### src/rtl/inst_prefetch_queue.sv
// Instruction prefetch queue: sequential PC generation, a single-outstanding
// req/addr_ok/data_ok fetch port, and a small FIFO of {pc, inst} pairs that
// feeds decode through a valid/ready handshake. A redirect flushes and restarts.
module inst_prefetch_queue #(
    parameter int          DEPTH    = 4,
    parameter logic [31:0] RESET_PC = 32'hbfc0_0000
) (
    input  logic        clk,
    input  logic        rst,
    output logic        inst_req,
    output logic [31:0] inst_addr,
    input  logic        inst_addr_ok,
    input  logic        inst_data_ok,
    input  logic [31:0] inst_rdata,
    output logic        id_valid,
    input  logic        id_ready,
    output logic [31:0] id_inst,
    output logic [5:0]  id_op,
    output logic [31:0] id_pc,
    input  logic        redirect_valid,
    input  logic [31:0] redirect_pc
);

    localparam int          AW   = $clog2(DEPTH);
    localparam logic [AW:0] FULL = (AW + 1)'(DEPTH);

    typedef enum logic [1:0] {
        S_IDLE,
        S_REQ,
        S_WAIT
    } fetch_state_t;

    fetch_state_t  state;
    logic [31:0]   pc;
    logic [31:0]   req_pc;
    logic          discard;

    logic [AW-1:0] wr_ptr;
    logic [AW-1:0] rd_ptr;
    logic [AW:0]   count;
    logic [31:0]   mem_pc   [DEPTH];
    logic [31:0]   mem_inst [DEPTH];

    logic          accept;
    logic          data_in;
    logic          push;
    logic          pop;

    // A request is accepted only while actually requesting; data is meaningful only
    // while waiting, so a stray data_ok after reset is ignored.
    assign accept  = (state == S_REQ) && inst_addr_ok;
    assign data_in = (state == S_WAIT) && inst_data_ok;
    // A returning word is kept only if no redirect has made it stale.
    assign push    = data_in && !discard && !redirect_valid;
    assign pop     = id_valid && id_ready;

    assign inst_req  = (state == S_REQ);
    assign inst_addr = pc;

    // Head of the FIFO is presented directly; zeros when empty.
    assign id_valid = (count != '0);
    assign id_inst  = id_valid ? mem_inst[rd_ptr] : 32'h0;
    assign id_pc    = id_valid ? mem_pc[rd_ptr]   : 32'h0;
    assign id_op    = id_inst[31:26];

    // Fetch sequencer: reserve a FIFO slot, request, wait for data, redirect PC.
    // NOTE: sequential state is updated with non-blocking assignments so every
    // register samples pre-edge values regardless of block evaluation order.
    always_ff @(posedge clk or posedge rst) begin
        if (rst) begin
            state   <= S_IDLE;
            pc      <= RESET_PC;
            req_pc  <= 32'h0;
            discard <= 1'b0;
        end else begin
            case (state)
                S_IDLE: begin
                    // Only one fetch is ever in flight, so a free slot now is a reserved slot.
                    if (count < FULL) begin
                        state <= S_REQ;
                    end
                end
                S_REQ: begin
                    if (inst_addr_ok) begin
                        req_pc <= pc;
                        pc     <= pc + 32'd4;
                        state  <= S_WAIT;
                        if (redirect_valid) begin
                            discard <= 1'b1;
                        end
                    end
                end
                S_WAIT: begin
                    if (inst_data_ok) begin
                        // The returning word is consumed here (pushed or dropped).
                        state   <= S_IDLE;
                        discard <= 1'b0;
                    end else if (redirect_valid) begin
                        discard <= 1'b1;
                    end
                end
                default: begin
                    state <= S_IDLE;
                end
            endcase
            // A redirect overrides the sequential increment; unaccepted requests
            // simply continue with the new address.
            if (redirect_valid) begin
                pc <= redirect_pc & ~32'h3;
            end
        end
    end

    // FIFO pointers and occupancy; a redirect empties the queue after any pop.
    always_ff @(posedge clk or posedge rst) begin
        if (rst) begin
            wr_ptr <= '0;
            rd_ptr <= '0;
            count  <= '0;
        end else if (redirect_valid) begin
            wr_ptr <= '0;
            rd_ptr <= '0;
            count  <= '0;
        end else begin
            if (push) begin
                wr_ptr <= wr_ptr + AW'(1);
            end
            if (pop) begin
                rd_ptr <= rd_ptr + AW'(1);
            end
            case ({push, pop})
                2'b10:   count <= count + (AW + 1)'(1);
                2'b01:   count <= count - (AW + 1)'(1);
                default: count <= count;
            endcase
        end
    end

    // FIFO storage write port.
    // NOTE: the storage array has no reset; entries are only observed through
    // count, which is reset, and the outputs are forced to zero while empty.
    always_ff @(posedge clk) begin
        if (push) begin
            mem_pc[wr_ptr]   <= req_pc;
            mem_inst[wr_ptr] <= inst_rdata;
        end
    end

endmodule
### config.mk
export PLATFORM = sky130hd
export DESIGN_NAME = inst_prefetch_queue
export DESIGN_NICKNAME = d
export VERILOG_FILES = /design/src/rtl/inst_prefetch_queue.sv
export SDC_FILE = /design/constraint.sdc
export NUM_CORES = 1
export LEC_CHECK = 0
export CORE_ASPECT_RATIO = 0.6
export CORE_MARGIN = 8
export CORE_UTILIZATION = 30
export DETAILED_ROUTE_END_ITERATION = 8
export GPL_ROUTABILITY_DRIVEN = 0
export HOLD_SLACK_MARGIN = 0.1
export PLACE_DENSITY = 0.48
export SLEW_MARGIN = 20
export SYNTH_ARGS = -nofsm -noshare
export SYNTH_HDL_FRONTEND = slang
export SYNTH_SLANG_ARGS = --single-unit
### constraint.sdc
create_clock -name clk -period 5.1 [get_ports clk]
set_input_delay 1.02 -clock clk [delete_from_list [all_inputs] [get_ports clk]]
set_output_delay 1.02 -clock clk [all_outputs]
set_load 0.02 [all_outputs]
### Yosys cells after proc, flatten, opt, wreduce, memory -nomap -nowiden

Memory sizes are Yosys's and may differ from the RTL's.
Index checks and enable logic that the tools add are counted.

| storage, ports and cells | value |
|---|---|
| logic and storage cells | 61 |
| memories kept | 2 |
| memory bits (writable) | 256 |
| bits of input ports | 70 |
| flip-flop bits (word level) | 74 |

Memories:

| name | depth | bits a word | rd ports | clocked after Yosys merged registers in | wr ports | line | source |
|---|---|---|---|---|---|---|---|
| mem_inst | 4 | 32 | 1 | 0 | 1 | 42 | `logic [31:0] mem_inst [DEPTH];` |
| mem_pc | 4 | 32 | 1 | 0 | 1 | 41 | `logic [31:0] mem_pc [DEPTH];` |

| operators by class | value |
|---|---|
| reduce and logical (&&, ||, !) cells | 18 |
| add/sub/neg operators | 5 |
| multiplexer cells | 21 |
| eq/ne operators | 7 |
| $lt $le $gt $ge | 1 |

Operators with widths:

| operator | number |
|---|---|
| 2-to-1 mux 32 bit | 5 |
| adder 32 x 3 -> 32 bit (second input constant) | 1 |
| 2-to-1 mux 2 bit | 7 |
| nonzero test 2 bit | 5 |
| one-hot mux 2 bit (3 select lines) | 1 |
| one-hot mux 3 bit (2 select lines) | 1 |
| AND reduction 2 bit | 3 |
| nonzero test 3 bit | 2 |
| 2-to-1 mux 1 bit | 5 |
| adder 2 x 1 -> 2 bit (second input constant) | 2 |
| equality test 2 x 1 -> 1 bit (second input constant) | 2 |
| equality test 2 bit (second input constant) | 2 |
| logical AND 1 bit | 4 |
| inequality test 2 bit (second input constant) | 2 |
| adder 3 x 1 -> 3 bit (second input constant) | 1 |
| less-than comparator 3 bit (second input constant) | 1 |
| 2-to-1 mux 3 bit | 1 |
| AND reduction 3 bit | 1 |
| subtractor 3 x 1 -> 3 bit (second input constant) | 1 |
| zero test 1 bit | 2 |
| zero test 2 bit | 1 |
| inequality test 2 x 1 -> 1 bit (second input constant) | 1 |
| one-hot mux 1 bit (2 select lines) | 1 |

### Logic depth before layout (Yosys ltp)

| logic depth | value |
|---|---|
| depth in word-level cells | 7 |
| depth in mapped cells | 8 |
| depth with buffers taken out | 6 |

### Worst setup path after synthesis

OpenSTA, ideal clock, no wires.

| path | value |
|---|---|
| kind | input -> register |
| start | input port inst_data_ok |
| end | memory mem_inst[0][0], enable pin |
| setup slack | 1336 ps |
| cell stages on the path | 3 |
| data arrival time | 3337 ps |
| data required time | 4673 ps |
| library setup time | 427 ps |
| cell sequence | nor4bb_1 clkbuf_1 and3_1 |

| on the way | value |
|---|---|
| cells in the longest elaborated chain, start to end | 5 |

RTL lines:

| item | line | source |
|---|---|---|
| start, declared | 13 | `input logic inst_data_ok,` |
| logical AND 1 bit | 52 | `assign data_in = (state == S_WAIT) && inst_data_ok;` |
| logical AND 1 bit (2 in a row) | 54 | `assign push = data_in && !discard && !redirect_valid;` |
| 2-to-1 mux 1 bit | 143 | `if (push) begin` |
| 2-to-1 mux 1 bit (implied by the code) | 145 | `mem_inst[wr_ptr] <= inst_rdata;` |
| end, declared | 42 |  |

Every way passes these cells.

### Final worst setup path

| path | value |
|---|---|
| start | register count[2] |
| end | output port id_pc[17] |

| on the way | value |
|---|---|
| cells in the longest elaborated chain, start to end | 2 |

RTL lines:

| item | line | source |
|---|---|---|
| start, declared | 40 | `logic [AW:0] count;` |
| start signal, assigned | 132 | `2'b10: count <= count + (AW + 1)'(1);` |
| start signal, assigned | 133 | `2'b01: count <= count - (AW + 1)'(1);` |
| start signal, assigned | 134 | `default: count <= count;` |
| nonzero test 3 bit | 61 | `assign id_valid = (count != '0);` |
| 2-to-1 mux 32 bit | 63 | `assign id_pc = id_valid ? mem_pc[rd_ptr] : 32'h0;` |
| end, declared | 19 | `output logic [31:0] id_pc,` |

Every way passes these cells.

==> metrics.md <==
| Metric | Value |
|---|---|
| Congestion Overflow GR | 0 |
| Synthesized instance count | 804 |
| Post-cts resize count | 0 |
| RSZ-0062 raised after global routing | no |
| Area of the die | 50200 um^2 |
| Fin crit period | 3.96 ns |
| Largest net degree at the start of global routing | 64 |
| Worst min path class | reg -> reg |
| Sequential area share after synthesis | 71.2% |
| Crit path buffers/inverters | 2 |
| Top post-synthesis cells by area | edfxtp_1, dfrtp_1, mux4_2, nand2_1, and2_1 |
| Worst-path cell with the longest stage delay | or3_2 |
| Pins Over Slew Limit | 0 |
| Total track usage | 13.1% |
| Cells along the critical path | or3_2 -> buf_4 -> and2_1 -> clkdlybuf4s50_1 |
| Distinct cells, synth | 49 |
| DRT antenna net count | 0 |
| Post-CTS Setup Repair Bufs | 0 |
| Most frequent cells in the layout | edfxtp_1, clkdlybuf4s50_1, nand2_1 |
| Final Cycle Share | 77.6% |
| Worst slack, placed | 1.22 ns |
| DR vias/cell | 4.67 |
| Post-layout nets | 1051 |
| Synthesized flop and latch total | 318 |
| Pre-Repair DR Iteration Count | 4 |
| Total clock sinks | 318 |
| WL/cell | 21.1 um |
| TritonCTS Buffers | 34 |
| Post-synth EDFFs | 248 |
| Post-synth top area share | 57.6% |
| Worst-Skew Late Latency | 0.51 ns |
| Final setup margin | 1.14 ns |
| Hold_buf cts | 0 |
| Layout cells sized above 1 | 15.7% |
| Setup violators final | 0 |
| Die Span Y | 177 um |
| Slew of the pin with the lowest slew margin | 0.839 ns |
| Most common cell after layout, fill and taps aside | edfxtp_1 |
| Overall Power | 0.00826 W |
| Max H-tree Level | 2 |
| Final hold vios | 0 |
| CP Class | reg -> out |
| Layout Skew | 0.0168 ns |
| Slew headroom | 44.1% |
| Ys async rst share | 22.0% |
| Layout fillers | 4020 |
| Reg clk slew, reported paths | 0.06 ns |
| DIE WIDTH | 284 um |
| Max Fanout on Critical Path | 41 |
| Synth area leader | edfxtp_1 |
| Max Cap Violations | 0 |
| Setup TNS | 0 ns |
| Diodes inserted | 0 |
| DRC viols | 0 |
| Syn_area_per_cell | 16.1 um^2 |
| Rows | 59 |
| Dpl hpwl | 21.1 mm |
| Synth-to-layout area growth | 27.7% |
| Initial antenna violation count | 2 |
| Nature of the critical path endpoint | primary output |
| WL final | 33.3 mm |
| WHS | 0.524 ns |
| CP delay by family, top | simple AND/OR/NAND/NOR gates |
| Finished Layout Cells | 1580 |
| Run status | finished clean |
| Quantity of I/O buffers inserted on ports | 167 |
| Vias | 7377 |
| CTS tree | done |
| # IOs | 174 |
| Cells after DPL | 1517 |
| Synth Flop Type | edfxtp_1 |
| Starting Density | 30.1% |
| PwrDens | 500 nW/um^2 |
| DRT iter0 DRCs | 463 |
| Static Leak | 5.59 nW |
| Clock buffer depth | 3 |
| Worst vdd rail ir drop | 0.186 mV |
| Yosys warning count | 0 |
| Largest stage delay, worst path | 0.87 ns |
| Number of global-route vias before repair | 7827 |
| WP data required | 4.08 ns |
| FMAX | 0.253 GHz |
| First-pass GRT wire length | 50.4 mm |
| Netlist Area Pre-Place | 12900 um^2 |
| CORE AREA | 43000 um^2 |
| CP Launch Type | flop |
| Arrival time worst endpoint | 2.94 ns |
| Root buf cell | clkbuf_16 |
==> registers in the layout (all words and copies together) (netlist names) <==
name,flops
discard,1
mem_inst,128
inst_addr,30
rd_ptr,2
mem_pc,120
state,2
wr_ptr,2
count,3
req_pc,30
==> per-stage QoR <==
step	util [%]	cell area, um^2
final	38.4	16500
after global routing	38.4	16500
after CTS	38.3	16500
after detailed placement	35.5	15300
after global placement	35.5	15300
after floorplan	-	12900
==> layer usage <==
layer	track usage [%]	part of all wire (%)
met1	17.8	47
met5	0	0.066
met3	3.58	5.4
met4	3.40	2.1
met2	20.5	45
==> synth_stat cells (all sizes together), types with 2 or more instances <==
library cell  instances
inv                   8
clkbuf               31
mux4                 62
nand2               108
xor2                  6
buf                  21
o311ai                2
nand3b                2
or3                   9
a21oi                 2
edfxtp              248
nor2b                 5
nor2                 27
o211ai                3
a31oi                14
nor3                  8
o31ai                 7
ha                    5
dfrtp                61
a311o                 2
nand4                13
or4                  12
mux2i                 3
nor4                  4
nand2b                2
nand3                17
o21ai                21
dfstp                 9
and2                 64
and3                  8
a211oi                2
xnor2                 6
==> area by class of cell <==
class                   instances  area [um^2]  share of cell area, %
multi-input cells             428         3480                   21.1
well taps                     579          724                   4.39
clock inverters                17          189                   1.14
clock buffers                  45         1020                   6.15
inverters                       9         35.0                  0.212
flip-flops and latches        318         9220                   55.8
repair buffers                184         1840                   11.2
==> cells by family after synthesis <==
| logic type | share of synthesized area, % |
|---|---|
| flip-flops | 71.2 |
| XOR/XNOR | 0.813 |
| AO/OA/AOI/OAI | 2.87 |
| adder cells (fa/ha/maj) | 0.639 |
| buffers and inverters | 2.16 |
| multiplexers | 11.0 |
| other | 0.0290 |
| AND/OR/NAND/NOR | 11.2 |
==> where the power goes <==
part / leakage (nW) / switching, W / internal, W
logic: 1.92 / 0.00118 / 0.00107
registers: 3.08 / 0.000272 / 0.00310
clock network: 0.593 / 0.00103 / 0.00161
total: 5.59 / 0.00248 / 0.00578
==> final timing paths <==
check                               start               to  slack [ns]  cells after the start
worst min-delay path            req_pc[2]     mem_pc[1][2]        0.52                      0
worst min register to register  req_pc[2]     mem_pc[1][2]        0.52                      0
worst max register to register   state[0]  mem_inst[3][19]        2.36                      3
max in group asynchronous             rst    inst_addr[26]        3.14                      3
min in group asynchronous             rst       req_pc[26]        1.00                      2
worst max-delay path             count[2]        id_pc[17]        1.14                      4
==> worst reg2reg max path: cells and delay by family (launching register included) <==
family,cells,cell delay [ns]
buf+inv,1,0.36
flops,1,0.50
simple gates,2,1.57
No activity file was read; power rests on OpenSTA's default activity.
